--- src/rtl/alu_issue_ctrl_pkg.sv ---
// alu_issue_ctrl_pkg: shared opcode type, ALU geometry constants, command struct and ALU reference function
package alu_issue_ctrl_pkg;
   typedef enum logic [1:0] {ADD, SUB, NOT_A, REDUCTION_OR_B} opcode_e;
   localparam int ALU_IN_W = 4;
   localparam int ALU_OUT_W = 5;
   localparam int ALU_LAT = 2;
   localparam int TAG_W_DEF = 4;
   typedef struct packed {
      opcode_e opcode;
      logic signed [ALU_IN_W-1:0] a;
      logic signed [ALU_IN_W-1:0] b;
      logic [TAG_W_DEF-1:0] tag;
   } alu_cmd_t;
   function automatic logic signed [ALU_OUT_W-1:0] alu_model(opcode_e op, logic signed [ALU_IN_W-1:0] a, logic signed [ALU_IN_W-1:0] b);
      logic signed [ALU_OUT_W-1:0] sa, sb;
      sa = ALU_OUT_W'(a);
      sb = ALU_OUT_W'(b);
      return op == ADD ? sa + sb : op == SUB ? sa - sb : op == NOT_A ? ~sa : {{(ALU_OUT_W-1){1'b0}}, |b};
   endfunction
endpackage

--- src/rtl/alu_issue_ctrl_if.sv ---
// alu_issue_ctrl_if: command, ALU and result channels of alu_issue_ctrl; slave = controller view, master = environment view
interface alu_issue_ctrl_if import alu_issue_ctrl_pkg::*; #(
   parameter int CMD_DEPTH = 4,
   parameter int TAG_W = 4
);
   logic cmd_valid, cmd_ready;
   opcode_e cmd_opcode;
   logic signed [ALU_IN_W-1:0] cmd_a, cmd_b;
   opcode_e alu_opcode;
   logic signed [ALU_IN_W-1:0] alu_a, alu_b;
   logic signed [ALU_OUT_W-1:0] alu_c;
   logic res_valid, res_ready;
   logic signed [ALU_OUT_W-1:0] res_data;
   opcode_e res_opcode;
   logic [TAG_W-1:0] res_tag;
   logic [$clog2(CMD_DEPTH):0] cmd_count;
   logic [7:0] mismatch_cnt;
   modport slave (
      input cmd_valid, cmd_opcode, cmd_a, cmd_b, alu_c, res_ready,
      output cmd_ready, alu_opcode, alu_a, alu_b, res_valid, res_data, res_opcode, res_tag, cmd_count, mismatch_cnt
   );
   modport master (
      output cmd_valid, cmd_opcode, cmd_a, cmd_b, alu_c, res_ready,
      input cmd_ready, alu_opcode, alu_a, alu_b, res_valid, res_data, res_opcode, res_tag, cmd_count, mismatch_cnt
   );
endinterface

--- src/rtl/alu_cmd_fifo.sv ---
// alu_cmd_fifo: synchronous FIFO of T with occupancy count and full/empty; ports clk, reset, push/din, pop/dout, count, full, empty
module alu_cmd_fifo import alu_issue_ctrl_pkg::*; #(
   parameter int DEPTH = 4,
   parameter type T = alu_cmd_t
) (
   input logic clk,
   input logic reset,
   input logic push,
   input T din,
   input logic pop,
   output T dout,
   output logic [$clog2(DEPTH):0] count,
   output logic full,
   output logic empty
);
   localparam int AW = $clog2(DEPTH);
   localparam int CW = AW + 1;
   T mem [DEPTH];
   logic [AW-1:0] wp, rp;
   logic do_push, do_pop;
   assign full = count == CW'(DEPTH);
   assign empty = count == '0;
   assign do_push = push && !full;
   assign do_pop = pop && !empty;
   assign dout = mem[rp];
   always_ff @(posedge clk)
      if (do_push) mem[wp] <= din;
   always_ff @(posedge clk or posedge reset)
      if (reset) begin
         wp <= '0;
         rp <= '0;
         count <= '0;
      end else begin
         if (do_push) wp <= wp + 1'b1;
         if (do_pop) rp <= rp + 1'b1;
         count <= count + CW'(do_push) - CW'(do_pop);
      end
endmodule

--- src/rtl/alu_issue_ctrl.sv ---
// alu_issue_ctrl: buffers commands, issues them to the registered ALU, returns tagged results in order
// Ports: clk, reset (async, active-high), bus (slave): cmd valid/ready channel, alu opcode/a/b out and c in,
// res valid/ready channel with data/opcode/tag, cmd_count, mismatch_cnt.
// Optional ALU_ISSUE_SELF_CHECK_EN: golden model counts ALU result mismatches; otherwise mismatch_cnt is 0.
module alu_issue_ctrl import alu_issue_ctrl_pkg::*; #(
   parameter int CMD_DEPTH = 4,
   parameter int RES_DEPTH = 2,
   parameter int TAG_W = 4
) (
   input logic clk,
   input logic reset,
   alu_issue_ctrl_if.slave bus
);
   localparam int CW = $clog2(CMD_DEPTH) + 1;
   localparam int RA = $clog2(RES_DEPTH);
   localparam int RW = $clog2(RES_DEPTH + 1);
   typedef struct packed {
      opcode_e opcode;
      logic signed [ALU_IN_W-1:0] a;
      logic signed [ALU_IN_W-1:0] b;
      logic [TAG_W-1:0] tag;
   } cmd_t;
   typedef struct packed {
      logic signed [ALU_OUT_W-1:0] data;
      opcode_e opcode;
      logic [TAG_W-1:0] tag;
   } res_t;
   cmd_t head;
   logic full, empty, push, issue, cap, pop;
   logic [CW-1:0] count;
   logic [TAG_W-1:0] tag_cnt;
   logic [ALU_LAT-1:0] pv;
   opcode_e p_op [ALU_LAT];
   logic [TAG_W-1:0] p_tag [ALU_LAT];
   res_t rbuf [RES_DEPTH];
   logic [RA-1:0] wp, rp;
   logic [RW-1:0] rc;
   assign push = bus.cmd_valid && !full;
   // every in-flight entry holds a reserved result slot, so a capture can never find the buffer full
   assign issue = !empty && (int'(rc) + $countones(pv) < RES_DEPTH);
   assign cap = pv[ALU_LAT-1];
   assign pop = rc != '0 && bus.res_ready;
   alu_cmd_fifo #(.DEPTH(CMD_DEPTH), .T(cmd_t)) u_fifo (
      .clk(clk),
      .reset(reset),
      .push(push),
      .din(cmd_t'{bus.cmd_opcode, bus.cmd_a, bus.cmd_b, tag_cnt}),
      .pop(issue),
      .dout(head),
      .count(count),
      .full(full),
      .empty(empty)
   );
   always_ff @(posedge clk or posedge reset)
      if (reset) begin
         tag_cnt <= '0;
         pv <= '0;
         bus.alu_opcode <= ADD;
         bus.alu_a <= '0;
         bus.alu_b <= '0;
         for (int i = 0; i < ALU_LAT; i++) begin
            p_op[i] <= ADD;
            p_tag[i] <= '0;
         end
         for (int i = 0; i < RES_DEPTH; i++) rbuf[i] <= '0;
         wp <= '0;
         rp <= '0;
         rc <= '0;
      end else begin
         if (push) tag_cnt <= tag_cnt + 1'b1;
         pv <= {pv[ALU_LAT-2:0], issue};
         if (issue) begin
            bus.alu_opcode <= head.opcode;
            bus.alu_a <= head.a;
            bus.alu_b <= head.b;
            p_op[0] <= head.opcode;
            p_tag[0] <= head.tag;
         end
         for (int i = 1; i < ALU_LAT; i++) begin
            p_op[i] <= p_op[i-1];
            p_tag[i] <= p_tag[i-1];
         end
         if (cap) begin
            rbuf[wp] <= '{data: bus.alu_c, opcode: p_op[ALU_LAT-1], tag: p_tag[ALU_LAT-1]};
            wp <= wp == RA'(RES_DEPTH - 1) ? '0 : wp + 1'b1;
         end
         if (pop) rp <= rp == RA'(RES_DEPTH - 1) ? '0 : rp + 1'b1;
         rc <= rc + RW'(cap) - RW'(pop);
      end
   assign bus.cmd_ready = !full;
   assign bus.cmd_count = count;
   assign bus.res_valid = rc != '0;
   assign bus.res_data = rbuf[rp].data;
   assign bus.res_opcode = rbuf[rp].opcode;
   assign bus.res_tag = rbuf[rp].tag;
`ifdef ALU_ISSUE_SELF_CHECK_EN
   logic signed [ALU_IN_W-1:0] p_a [ALU_LAT];
   logic signed [ALU_IN_W-1:0] p_b [ALU_LAT];
   logic [7:0] mm;
   always_ff @(posedge clk or posedge reset)
      if (reset) begin
         for (int i = 0; i < ALU_LAT; i++) begin
            p_a[i] <= '0;
            p_b[i] <= '0;
         end
         mm <= '0;
      end else begin
         if (issue) begin
            p_a[0] <= head.a;
            p_b[0] <= head.b;
         end
         for (int i = 1; i < ALU_LAT; i++) begin
            p_a[i] <= p_a[i-1];
            p_b[i] <= p_b[i-1];
         end
         if (cap && bus.alu_c != alu_model(p_op[ALU_LAT-1], p_a[ALU_LAT-1], p_b[ALU_LAT-1]) && mm != 8'hff) mm <= mm + 1'b1;
      end
   assign bus.mismatch_cnt = mm;
`else
   assign bus.mismatch_cnt = '0;
`endif
endmodule
--- src/flat_wrapper.sv ---
// flat-port wrapper written by rule: the top's interface ports become plain ports
module alu_issue_ctrl_flat import alu_issue_ctrl_pkg::*;
#(
   parameter int CMD_DEPTH = 4,
   parameter int RES_DEPTH = 2,
   parameter int TAG_W = 4
)
  (clk, reset, bus_cmd_valid, bus_cmd_opcode, bus_cmd_a, bus_cmd_b, bus_alu_c, bus_res_ready, bus_cmd_ready, bus_alu_opcode, bus_alu_a, bus_alu_b, bus_res_valid, bus_res_data, bus_res_opcode, bus_res_tag, bus_cmd_count, bus_mismatch_cnt);
  alu_issue_ctrl_if #(.CMD_DEPTH(CMD_DEPTH), .TAG_W(TAG_W)) bus_i ();
  input logic clk;
  input logic reset;
  input wire logic [$bits(bus_i.cmd_valid)-1:0] bus_cmd_valid;
  input wire logic [$bits(bus_i.cmd_opcode)-1:0] bus_cmd_opcode;
  input wire logic [$bits(bus_i.cmd_a)-1:0] bus_cmd_a;
  input wire logic [$bits(bus_i.cmd_b)-1:0] bus_cmd_b;
  input wire logic [$bits(bus_i.alu_c)-1:0] bus_alu_c;
  input wire logic [$bits(bus_i.res_ready)-1:0] bus_res_ready;
  output wire logic [$bits(bus_i.cmd_ready)-1:0] bus_cmd_ready;
  output wire logic [$bits(bus_i.alu_opcode)-1:0] bus_alu_opcode;
  output wire logic [$bits(bus_i.alu_a)-1:0] bus_alu_a;
  output wire logic [$bits(bus_i.alu_b)-1:0] bus_alu_b;
  output wire logic [$bits(bus_i.res_valid)-1:0] bus_res_valid;
  output wire logic [$bits(bus_i.res_data)-1:0] bus_res_data;
  output wire logic [$bits(bus_i.res_opcode)-1:0] bus_res_opcode;
  output wire logic [$bits(bus_i.res_tag)-1:0] bus_res_tag;
  output wire logic [$bits(bus_i.cmd_count)-1:0] bus_cmd_count;
  output wire logic [$bits(bus_i.mismatch_cnt)-1:0] bus_mismatch_cnt;
  assign bus_i.cmd_valid = bus_cmd_valid;
  assign bus_i.cmd_opcode = bus_cmd_opcode;
  assign bus_i.cmd_a = bus_cmd_a;
  assign bus_i.cmd_b = bus_cmd_b;
  assign bus_i.alu_c = bus_alu_c;
  assign bus_i.res_ready = bus_res_ready;
  assign bus_cmd_ready = bus_i.cmd_ready;
  assign bus_alu_opcode = bus_i.alu_opcode;
  assign bus_alu_a = bus_i.alu_a;
  assign bus_alu_b = bus_i.alu_b;
  assign bus_res_valid = bus_i.res_valid;
  assign bus_res_data = bus_i.res_data;
  assign bus_res_opcode = bus_i.res_opcode;
  assign bus_res_tag = bus_i.res_tag;
  assign bus_cmd_count = bus_i.cmd_count;
  assign bus_mismatch_cnt = bus_i.mismatch_cnt;
  alu_issue_ctrl #(.CMD_DEPTH(CMD_DEPTH), .RES_DEPTH(RES_DEPTH), .TAG_W(TAG_W)) u_core (.clk(clk), .reset(reset), .bus(bus_i));
endmodule
--- config.mk ---
export PLATFORM = sky130hd
export DESIGN_NAME = alu_issue_ctrl_flat
export DESIGN_NICKNAME = d
export VERILOG_FILES = /design/src/rtl/alu_issue_ctrl_pkg.sv /design/src/rtl/alu_issue_ctrl_if.sv /design/src/rtl/alu_cmd_fifo.sv /design/src/rtl/alu_issue_ctrl.sv /design/src/flat_wrapper.sv
export SDC_FILE = /design/constraint.sdc
export NUM_CORES = 1
export LEC_CHECK = 0
export CAP_MARGIN = 20
export CELL_PAD_IN_SITES_DETAIL_PLACEMENT = 2
export CELL_PAD_IN_SITES_GLOBAL_PLACEMENT = 2
export CORE_MARGIN = 8
export CORE_UTILIZATION = 39
export CTS_BUF_LIST = sky130_fd_sc_hd__clkbuf_8
export CTS_CLUSTER_DIAMETER = 30
export DETAILED_ROUTE_END_ITERATION = 16
export PLACE_DENSITY_LB_ADDON = 0.1
export SLEW_MARGIN = 10
export SYNTH_ARGS = -nofsm -noshare
export SYNTH_HDL_FRONTEND = slang
export SYNTH_SLANG_ARGS = --single-unit
export TNS_END_PERCENT = 1
--- constraint.sdc ---
create_clock -name clk -period 3.35 [get_ports clk]
set_clock_uncertainty 0.1 [all_clocks]
set_input_delay 0.5025 -clock clk [delete_from_list [all_inputs] [get_ports clk]]
set_output_delay 0.5025 -clock clk [all_outputs]
set_load 0.03 [all_outputs]
After elaboration in Yosys (flattened, before gate mapping). Memory sizes are Yosys's and may differ from the RTL's. A register that Yosys moved wholly into a read port is not among the register bits. Cells that the tools add are included.

Register bits after elaboration: 45. RAM bits: 56. Output and inout bits: 34. Memories: 1.

$add $sub $neg: 11. Order comparisons: 4. Equality and inequality tests: 1. Multiplexer cells: 10. Bitwise logic cells: 2. Reduce and logical (&&, ||, !) cells: 10.

Memory list: u_core.u_fifo.mem (words 4, width 14, rd ports 1, clocked after Yosys merged registers in 1, wr ports 1, line alu_cmd_fifo.sv:18) `T mem [DEPTH];`.

Operators with widths (number): 11-bit 2-to-1 mux (4); 3-bit by 32-bit adder with 32-bit output (1); 32-bit by 3-bit < comparator with 1-bit output (second input constant) (1); 22-bit bitwise mux (1); 11-bit demux with 1-bit select (1); 1-bit logical AND (6); 2-bit by 1-bit adder with 2-bit output (second input constant) (2); 4-bit by 1-bit adder with 4-bit output (second input constant) (1); 2-bit greater-or-equal comparator (second input constant) (2); 1-bit 2-to-1 mux (4); 1-bit inverter with 2-bit output (2); 3-bit by 1-bit adder with 3-bit output (1); 3-bit equality test (second input constant) (1); 3-bit zero test (1); 3-bit by 1-bit subtractor with 3-bit output (1); 1-bit adder (second input constant) (2); 1-bit by 1-bit adder with 2-bit output (1); 2-bit by 1-bit adder with 2-bit output (1); 1-bit zero test (2); 2-bit by 1-bit < comparator with 1-bit output (second input constant) (1); 2-bit nonzero test (1); 2-bit by 1-bit subtractor with 2-bit output (1).

Depth between registers and ports, before layout.
Word-level depth: 6. Gate-level depth with buffers: 14. Depth with buffers taken out: 12.

Modules after synthesis. From an unflattened synthesis, not the netlist that was laid out.

Cell total of the unflattened synthesis: 255. Area, all modules: 4674.5 µm².

By module, submodules not included: alu_cmd_fifo (instances 1, cells an instance 116, area each 2529.9 µm², sequential area each 1856.8 µm²); alu_issue_ctrl (instances 1, cells an instance 139, area each 2144.6 µm², sequential area each 1301.2 µm²).

Worst setup path before layout. OpenSTA, ideal clock, no wires.

Path kind: reg-to-reg. Start: register u_core.pv[1]. End: register u_core.u_fifo.count[2]. Library setup time: 0.134 ns. Arrival: 3.051 ns. Data required time: 3.116 ns. Setup slack: 0.065 ns. Stages on the path, launching flop included: 15. Buffers on the path: 2. Period minus slack after synthesis: 3.285 ns. Cells stage by stage: dfrtp_1 ha_1 and2_1 fa_1 or3_1 buf_6 buf_6 inv_1 ha_1 inv_1 ha_1 inv_1 fa_1 xnor2_1 xnor2_1.

Longest elaborated chain between the ends: 6.

Ends and longest elaborated chain: start, declared (line alu_issue_ctrl.sv:32) `logic [ALU_LAT-1:0] pv;`; start signal, assigned (line alu_issue_ctrl.sv:71) `pv <= {pv[ALU_LAT-2:0], issue};`; 1-bit by 1-bit adder with 2-bit output (not written as such) (line alu_issue_ctrl.sv:40) `assign issue = !empty && (int'(rc) + $countones(pv) < RES_DEPTH);`; 3-bit by 32-bit adder with 32-bit output (line alu_issue_ctrl.sv:40); 32-bit by 3-bit < comparator with 1-bit output (line alu_issue_ctrl.sv:40); 1-bit logical AND (line alu_issue_ctrl.sv:40); net u_core.issue (line alu_issue_ctrl.sv:29) `logic full, empty, push, issue, cap, pop;`; 1-bit logical AND (line alu_cmd_fifo.sv:24) `assign do_pop = pop && !empty;`; 3-bit by 1-bit subtractor with 3-bit output (line alu_cmd_fifo.sv:36) `count <= count + CW'(do_push) - CW'(do_pop);`; end signal, assigned (line alu_cmd_fifo.sv:36); end, declared (line alu_cmd_fifo.sv:12) `output logic [$clog2(DEPTH):0] count,`.

The timed path passes the listed nets, and every way through them passes these cells. A chain may end at the register's enable or synchronous reset.

Final worst setup path. Ends and elaborated chain as after synthesis.

==> results.sh <==
export IMPL_clock_sinks=115
export IMPL_grt_pass1_vias=2687
export IMPL_cts_resized=0
export IMPL_syn2layout_area_growth_pct=19.3
export IMPL_yosysTopAreaCellShare_pct=36.2
export IMPL_cts_root_buffer="clkbuf_8"
export IMPL_drt_iter0_markers=95
export IMPL_post_route_drc_count=0
export IMPL_vias_per_cell=4.82
export IMPL_wirelength_mm=8.79
export IMPL_final_nets=335
export IMPL_crit_fanout=5
export IMPL_drive_gt1_share_pct=27.1
export IMPL_tritoncts="done"
export IMPL_clock_latency_ns=0.42
export IMPL_tightest_slew_ns=0.829
export IMPL_arrival_ns=3.42
export IMPL_rsz0062_at_grt="no"
export IMPL_start_util_pct=39.3
export IMPL_antenna_found_initial=0
export IMPL_post_cts_buffers=0
export IMPL_grt_max_degree=22
export IMPL_peakVddDrop_uv=479
export IMPL_finalSetupViolCount=0
export IMPL_fin_crit_ns=3.18
export IMPL_ys_flop_type="dfrtp_1"
export IMPL_holdBufCountCts=0
export IMPL_seq_area_frac_synth_pct=68.0
export IMPL_die_area_um2=15700
export IMPL_ant_nets=0
export IMPL_cts_buffer_depth=2
export IMPL_hold_ws_ns=0.279
export IMPL_h_tree_depth=4
export IMPL_synth_cell_types=29
export IMPL_power_mw=6.23
export IMPL_synth_seq_cells=115
export IMPL_comb_power_share_pct=41.9
export IMPL_avgSynthCellArea_um2=18.7
export IMPL_diodes=0
export IMPL_synth_edf_count=56
export IMPL_hold_viol_final=0
export IMPL_p_seq_share_pct=39.5
export IMPL_die_y_um=125
export IMPL_fp_row_count=40
export IMPL_cts_buffers=17
export IMPL_hp_class="reg2reg"
export IMPL_clk_pin_slew_ns=0.07
export IMPL_outcome="finished clean"
export IMPL_routabilityCongestion=0.654
export IMPL_synth_cell_area_um2=4640
export IMPL_synth_most_common_cell="dfrtp_1"
export IMPL_core_area_um2=11800
export IMPL_min_period_over_period_pct=94.9
export IMPL_synth_largest_area_cell="edfxtp_1"
export IMPL_maxCapViolCount=0
export IMPL_vias=2236
export IMPL_relSlewSlack_pct=44.7
export IMPL_startpoint_type="flip-flop"
export IMPL_power_density_nw_per_um2=1120
export IMPL_leakage_nw=2.21
export IMPL_fin_setup_tns_ns=0
export IMPL_ff2ff_setup_slack_ns=0.17
export IMPL_p_int_mw=4.10
export IMPL_synth_area_leaders="edfxtp_1, dfrtp_1, mux2_2"
export IMPL_ys_top_cells_by_count="dfrtp_1, edfxtp_1, mux2_2"
export IMPL_switching_power_mw=2.13
export IMPL_swShare_pct=34.1
export IMPL_maxSlewViolCount=0
export IMPL_first_pass_iters=4
export IMPL_ioPinCount=53
export IMPL_wl_per_cell_um=18.9
export IMPL_max_freq_mhz=314
export IMPL_track_usage_pct=12.3
export IMPL_hpwl_mm=5.79
export IMPL_portBuffers=44
export IMPL_grt_pass1_wl_mm=14.8
export IMPL_grt_ovfl_total=0
export IMPL_cp_end_kind="flip-flop"
export IMPL_crit_required_ns=3.59
export IMPL_async_flop_share_pct=51.3
export IMPL_netlist_instances=248
export IMPL_path_class="reg2reg"
export IMPL_die_w_um=125
export IMPL_yosysWarnings=0
export IMPL_clockPowerShare_pct=18.6
==> layout by cell type (no fill, tap or decap), drive strengths merged <==
master          n
or3b            1
mux2           49
or4b            1
and3            5
and2            2
bufinv          1
xnor2          10
clkinv          6
edfxtp         56
xor2            2
fa              2
ha             10
clkbuf         21
nand2           2
conb            8
inv            13
buf             5
mux4           14
dfrtp          59
or2             1
nand2b          1
clkdlybuf4s50  44
or3             1
nor3            1
nand3           2
==> sequential cells by signal, summed over array words and instances, names as in the netlist, 3 cells and up <==
name                 flops
u_core.bus.alu_a         4
u_core.bus.alu_b         4
u_core.p_op              4
u_core.p_tag             8
u_core.rbuf             22
u_core.tag_cnt           4
u_core.u_fifo.count      3
u_core.u_fifo.mem       56
==> final timing paths <==
path | start | to | cells after the start
max in group asynchronous | reset | u_core.rbuf[17] | 3
min in group asynchronous | reset | u_core.rbuf[9] | 2
hold reg to reg | u_core.p_tag[6] | u_core.p_tag[2] | 0
setup / recovery | u_core.pv[1] | u_core.u_fifo.count[2] | 12
setup reg to reg | u_core.pv[1] | u_core.u_fifo.count[2] | 12
hold / removal | u_core.p_tag[6] | u_core.p_tag[2] | 0
==> stage by stage <==
| stage | instance area [µm²] | utilization [%] | cells | setup WS (ns) |
|---|---|---|---|---|
| after floorplan | 4670 | - | 255 | 0.0646 |
| after global placement | 5180 | 43.9 | 432 | 0.270 |
| after detailed placement | 5180 | 43.9 | 432 | 0.158 |
| after CTS | 5540 | 46.9 | 464 | 0.132 |
| after global routing | 5540 | 46.9 | 464 | 0.00235 |
| final | 5540 | 46.9 | 464 | 0.170 |
==> worst max-delay path: stages (launching register included) <==
cell and delay (ns):
dfrtp_1 0.43, ha_1 0.29, and2_1 0.17, fa_1 0.46, or3_1 0.40, inv_1 0.09, ha_1 0.23, inv_1 0.06
ha_1 0.13, inv_1 0.05, fa_1 0.38, xnor2_1 0.19, xnor2_1 0.14
==> per-layer routing <==
layer | vias to the layer above | GRT usage (%) | routed length, µm
li1 | 1012 | - | -
met1 | 1172 | 14.1 | 3830
met5 | - | 0 | 0
met2 | 45 | 20.6 | 4450
met3 | 7 | 5.10 | 398
met4 | 0 | 4.08 | 102
==> power groups by stage <==
stage / sequential [mW] / clock (mW) / combinational, mW
2_1_floorplan: 2.44 / 0 / 1.96
3_3_place_gp: 2.46 / 0 / 2.61
3_5_place_dp: 2.50 / 0 / 2.69
4_1_cts: 2.48 / 1.20 / 2.69
5_1_grt: 2.55 / 1.27 / 2.84
6_report: 2.46 / 1.16 / 2.61
==> cell type report <==
cell class / count / area (µm²)
fillers: 1090 / 6270
flip-flops and latches: 115 / 3160
multi-input cells: 112 / 1330
repair buffers: 49 / 478
clock buffers: 21 / 289
well taps: 147 / 184
clock inverters: 11 / 72.6
inverters: 9 / 33.8
==> logic make-up (layout without fill, tap and decap cells) <==
family                     count (synthesis)  count (layout)  synth area share [%]
xor gates and xnor gates                  12              12                  2.26
adders and majority gates                 12              12                  3.56
buffers and inverters                     28              90                  4.01
DFF                                      115             115                  68.0
muxes                                     63              63                  19.8
other                                      1               8                0.0807
and+or+nand+nor                           17              17                  2.29
Note: power is estimated with default switching activity, not from simulation.
